File: src/rtl/accum8_if.sv
// ============================================================================
// Module : accum8_if
// Brief  : Operand-in / result-out valid-ready bundle for the accum8 block.
// Rev    : 1.0
// ============================================================================
`default_nettype none

interface accum8_if;
    logic       in_valid;
    logic       in_ready;
    logic [7:0] in_data;
    logic       out_valid;
    logic       out_ready;
    logic [7:0] out_sum;
    logic       out_carry;

    // Producer of operands and consumer of results.
    modport master (
        output in_valid,
        output in_data,
        output out_ready,
        input  in_ready,
        input  out_valid,
        input  out_sum,
        input  out_carry
    );

    // The accumulator itself.
    modport slave (
        input  in_valid,
        input  in_data,
        input  out_ready,
        output in_ready,
        output out_valid,
        output out_sum,
        output out_carry
    );
endinterface

`default_nettype wire

File: src/rtl/accum8.sv
// ============================================================================
// Module : accum8 (with adder8)
// Brief  : Accumulates NUM_OPS bytes through an 8-bit ripple-carry adder and
//          presents the total plus a sticky carry. Optional macro
//          ACCUM8_SATURATE_EN clamps the total to 0xFF on carry-out.
// Rev    : 1.0
// ============================================================================
`default_nettype none

module adder8 (
    input  logic [7:0] a,
    input  logic [7:0] b,
    output logic [7:0] sum_out,
    output logic       c_out
);
    logic [8:0] carry;

    assign carry[0] = 1'b0;

    generate
        for (genvar i = 0; i < 8; i++) begin : g_bit
            assign sum_out[i]  = a[i] ^ b[i] ^ carry[i];
            assign carry[i+1]  = (a[i] & b[i]) | (carry[i] & (a[i] ^ b[i]));
        end
    endgenerate

    assign c_out = carry[8];
endmodule

module accum8 #(
    parameter int NUM_OPS = 4
) (
    input  logic         clk,
    input  logic         reset,
    accum8_if.slave      bus
);
    typedef enum logic [0:0] {
        ST_ACC = 1'b0,
        ST_OUT = 1'b1
    } state_t;

    localparam logic [3:0] LAST_CNT = 4'(NUM_OPS - 1);

    state_t     state_q, state_d;
    logic [7:0] acc_q,   acc_d;
    logic       carry_q, carry_d;
    logic [3:0] cnt_q,   cnt_d;

    logic [7:0] sum_out;
    logic       c_out;
    logic [7:0] acc_next;

    adder8 u_adder8 (
        .a       (acc_q),
        .b       (bus.in_data),
        .sum_out (sum_out),
        .c_out   (c_out)
    );

`ifdef ACCUM8_SATURATE_EN
    // Once clamped at 0xFF any further non-zero operand carries out again,
    // so the total stays pinned for the rest of the group.
    assign acc_next = c_out ? 8'hFF : sum_out;
`else
    assign acc_next = sum_out;
`endif

    always_comb begin
        state_d = state_q;
        acc_d   = acc_q;
        carry_d = carry_q;
        cnt_d   = cnt_q;
        case (state_q)
            ST_ACC: begin
                if (bus.in_valid) begin
                    acc_d   = acc_next;
                    carry_d = carry_q | c_out;
                    if (cnt_q == LAST_CNT) begin
                        cnt_d   = 4'd0;
                        state_d = ST_OUT;
                    end else begin
                        cnt_d = cnt_q + 4'd1;
                    end
                end
            end
            ST_OUT: begin
                if (bus.out_ready) begin
                    acc_d   = 8'd0;
                    carry_d = 1'b0;
                    state_d = ST_ACC;
                end
            end
            default: state_d = ST_ACC;
        endcase
    end

    always_ff @(posedge clk or posedge reset) begin
        if (reset) begin
            state_q <= ST_ACC;
            acc_q   <= 8'd0;
            carry_q <= 1'b0;
            cnt_q   <= 4'd0;
        end else begin
            state_q <= state_d;
            acc_q   <= acc_d;
            carry_q <= carry_d;
            cnt_q   <= cnt_d;
        end
    end

    // Handshake outputs decode registered state only.
    assign bus.in_ready  = (state_q == ST_ACC);
    assign bus.out_valid = (state_q == ST_OUT);
    assign bus.out_sum   = acc_q;
    assign bus.out_carry = carry_q;
endmodule

`default_nettype wire

File: src/flat_wrapper.sv
// flat-port wrapper written by rule: the top's interface ports become plain ports
module accum8_flat 
#(
    parameter int NUM_OPS = 4
)
  (clk, reset, bus_in_valid, bus_in_data, bus_out_ready, bus_in_ready, bus_out_valid, bus_out_sum, bus_out_carry);
  accum8_if bus_i ();
  input  logic clk;
  input  logic reset;
  input wire logic [$bits(bus_i.in_valid)-1:0] bus_in_valid;
  input wire logic [$bits(bus_i.in_data)-1:0] bus_in_data;
  input wire logic [$bits(bus_i.out_ready)-1:0] bus_out_ready;
  output wire logic [$bits(bus_i.in_ready)-1:0] bus_in_ready;
  output wire logic [$bits(bus_i.out_valid)-1:0] bus_out_valid;
  output wire logic [$bits(bus_i.out_sum)-1:0] bus_out_sum;
  output wire logic [$bits(bus_i.out_carry)-1:0] bus_out_carry;
  assign bus_i.in_valid = bus_in_valid;
  assign bus_i.in_data = bus_in_data;
  assign bus_i.out_ready = bus_out_ready;
  assign bus_in_ready = bus_i.in_ready;
  assign bus_out_valid = bus_i.out_valid;
  assign bus_out_sum = bus_i.out_sum;
  assign bus_out_carry = bus_i.out_carry;
  accum8 #(.NUM_OPS(NUM_OPS)) u_core (.clk(clk), .reset(reset), .bus(bus_i));
endmodule
File: config.mk
export PLATFORM = sky130hd
export DESIGN_NAME = accum8_flat
export DESIGN_NICKNAME = d
export VERILOG_FILES = /design/src/rtl/accum8_if.sv /design/src/rtl/accum8.sv /design/src/flat_wrapper.sv
export SDC_FILE = /design/constraint.sdc
export NUM_CORES = 1
export LEC_CHECK = 0
export BUFFER_PORTS_ARGS = -buffer_cell sky130_fd_sc_hd__buf_2
export CORE_MARGIN = 4
export CORE_UTILIZATION = 45
export CTS_BUF_LIST = sky130_fd_sc_hd__clkbuf_8
export CTS_CLUSTER_DIAMETER = 100
export DETAILED_ROUTE_END_ITERATION = 10
export PLACE_DENSITY_LB_ADDON = 0.12
export REMOVE_ABC_BUFFERS = 1
export SYNTH_ARGS = -nofsm -noshare
export SYNTH_HDL_FRONTEND = slang
export SYNTH_HIERARCHICAL = 1
export SYNTH_SLANG_ARGS = --single-unit
File: constraint.sdc
create_clock -name clk -period 3.2 [get_ports clk]
set_input_delay 0.16 -clock clk [delete_from_list [all_inputs] [get_ports clk]]
set_output_delay 0.16 -clock clk [all_outputs]
set_load 0.02 [all_outputs]
==> metrics.cfg <==
[synthesis]
synth_compound_area_share_pct=11.1
synth_adder_area_share_pct=20.6
synthCells=68
synth-seq-area-share_pct=43.7
ys_seq_elements=14
synth_top_family_by_area=adder cells
yosysWarnings=6
synth_cell_types=21
synth.avg_cell_area_um2=11.8
yosys.area_share.simple_pct=8.42
synth_mux_area_share_pct=5.77
netlist_area_um2=802
synth_xor_area_share_pct=1.09

[setup_path]
critPathKind=reg -> reg
cp_max_fo=2
cp.arrival_ns=3.51
startpoint_type=register
crit_required_ns=3.37
worst_setup_path_end_kind=register

[place]
placed_cell_area_um2=942
port_buffers=22
dp.final_hpwl_um=1140
gp_congestion=0.676

[detailed_routing]
num_vias=586
wl_um=1570
ant_nets=0
route.detailed.wl_per_inst_um=13.1
drtIter0Drc=8
remaining_drc_errors=0
via_per_inst=4.88
first_pass_iters=6

[clock_network]
cts_buffers=3
clk_pin_slew_worst_paths_ns=0.06
cts_tree=done
cts-root-buf=clkbuf_8
clk_latency_ns=0.24
cts_setup_buffers=0
clk_path_buf_depth=2
clock_sinks=14
cts_htree_levels=1

[final_layout]
drive_above_1_share_pct=49.0
stdcell_area_um2=1040
nets=118
fillers=127
utilization_pct=65.1
antenna_cells=0
area_growth_pct=29.3

[timing]
setup_viol=1
skew_ns=0.00137
worst_pin_slew_ns=0.547
period_minus_slack_ns=3.35
max_slew_margin_pct=63.5
setup_ws_ns=-0.145
tns_ns=-0.145
hold_viol=0
period_share_pct=105
maxSlewViolCount=0
fmax_ghz=0.299
rsz0062_at_grt=true

[power]
power_per_cell_area_nw_per_um2=977
power_leakage_uw=0.000532
max-vdd-ir-drop_mv=0.548

[global_routing]
antenna_found_initial=0
grt_max_degree=15
gr-usage-all-layers_pct=15.1
grt_pass1_vias=581
grt_pass1_wl_um=2790
gr-total-overflow=0

[worst_hold_path]
hp-class=in -> reg

[die]
die_x_um=50.2
coreArea_um2=1590
dieArea_um2=2520
rows=14
start_util_pct=50.3
ios=23
die_y_um=50.2

[status]
violations=setup timing
status=complete, but fails checks

[run]
maxCapViolCount=0

-- metrics by stage --
stage / hold slack [ns] / instances / power (µW) / worst slack, ns
6_report: 0.156 / 120 / 1010 / -0.145
2_1_floorplan: 0.0492 / 66 / 640 / -0.348
3_3_place_gp: 0.232 / 115 / 786 / -0.314
5_1_grt: 0.163 / 120 / 1120 / -0.271
4_1_cts: 0.160 / 120 / 998 / -0.138
3_5_place_dp: 0.237 / 115 / 804 / -0.346
-- cells by family (layout without fill, tap and decap cells) --
logic type / count (synthesis) / in the layout
buffers and inverters: 16 / 44
DFF: 14 / 14
AOI/OAI and AO/OA: 13 / 13
and+or+nand+nor: 11 / 11
adders and majority gates: 9 / 9
muxes: 4 / 4
xor gates and xnor gates: 1 / 1
-- power breakdown --
group          switching (µW)  leakage, µW  internal [µW]  total [µW]
sequential               77.7     0.000174            252         330
clock                    62.7    0.0000288            109         171
combinational             272     0.000329            240         512
-- path summary, 6_finish.rpt --
kind	start	end	slack, ns	cells after the start
worst min-delay path	bus_out_ready	u_core/bus.out_carry	0.16	2
max in group asynchronous	reset	u_core/bus.out_carry	2.34	3
worst max register to register	u_core/bus.out_sum[0]	u_core/bus.out_sum[7]	-0.15	14
worst min register to register	u_core/cnt_q[3]	u_core/cnt_q[3]	0.52	1
worst max-delay path	u_core/bus.out_sum[0]	u_core/bus.out_sum[7]	-0.15	14
min in group asynchronous	reset	u_core/cnt_q[3]	0.50	3
-- critical path, cell delays in order, from the launching register on --
cell	delay, ns
dfrtp_1	0.38
ha_2	0.18
inv_2	0.05
fa_2	0.16
inv_1	0.04
fa_2	0.33
fa_2	0.34
fa_2	0.35
fa_2	0.36
fa_2	0.35
inv_2	0.07
fa_2	0.43
inv_2	0.05
mux2i_1	0.05
o21ai_1	0.12
-- layout make-up --
type	instances	area [µm²]	area share [%]
Timing Repair Buffer	26	143	13.8
Multi-Input combinational cell	38	407	39.2
Sequential cell	14	350	33.8
Tap cell	24	30.0	2.90
Clock buffer	4	55.1	5.31
Inverter	14	52.6	5.07
-- sequential cells by signal (all words and copies together), names as in the netlist --
| signal | cells |
|---|---|
| u_core/bus.out_valid | 1 |
| u_core/cnt_q | 4 |
| u_core/bus.out_carry | 1 |
| u_core/bus.out_sum | 8 |
-- repair_timing --
item / CTS / global route
pin swaps: 1 / 3
hold endpoints to repair: 14 / 0
setup endpoints to repair: 2 / 2
gates cloned: 0 / 0
gates resized for setup: 7 / 8
hold buffers: 1 / 0
-- per-layer routing --
| metal | share of wire [%] | track usage (%) |
|---|---|---|
| met1 | 44 | 21.0 |
| met5 | 0 | 0 |
| met2 | 48 | 21.5 |
| met3 | 7.3 | 4.73 |
| met4 | 0.51 | 6.91 |
-- cells in the mapped netlist, drive strengths merged --
cell type | n | area [µm²]
a21oi | 1 | 5.00
a22o | 6 | 52.6
buf | 2 | 22.5
dfrtp | 14 | 350
fa | 7 | 140
ha | 2 | 25.0
inv | 14 | 52.6
mux2 | 2 | 26.3
mux2i | 2 | 20.0
nand2 | 4 | 15.0
nand2b | 1 | 6.26
nand3 | 1 | 5.00
nand4 | 1 | 6.26
nor2b | 3 | 26.3
o21ai | 5 | 25.0
o22ai | 1 | 6.26
or3b | 1 | 8.76
xnor2 | 1 | 8.76
-- layout by cell type, fill, tap and decap left out, types with 2 or more instances in the layout --
| master | Yosys | final |
|---|---|---|
| nand2_1 | 4 | 4 |
| fa_2 | 0 | 7 |
| buf_4 | 0 | 3 |
| a22o_1 | 6 | 6 |
| o21ai_1 | 1 | 2 |
| dfrtp_1 | 14 | 14 |
| o21ai_0 | 4 | 3 |
| clkbuf_8 | 0 | 4 |
| buf_2 | 0 | 22 |
| inv_1 | 14 | 10 |
| inv_2 | 0 | 4 |
| mux2i_1 | 2 | 2 |
| nor2b_1 | 2 | 2 |
(Power assumes the default switching activity.)
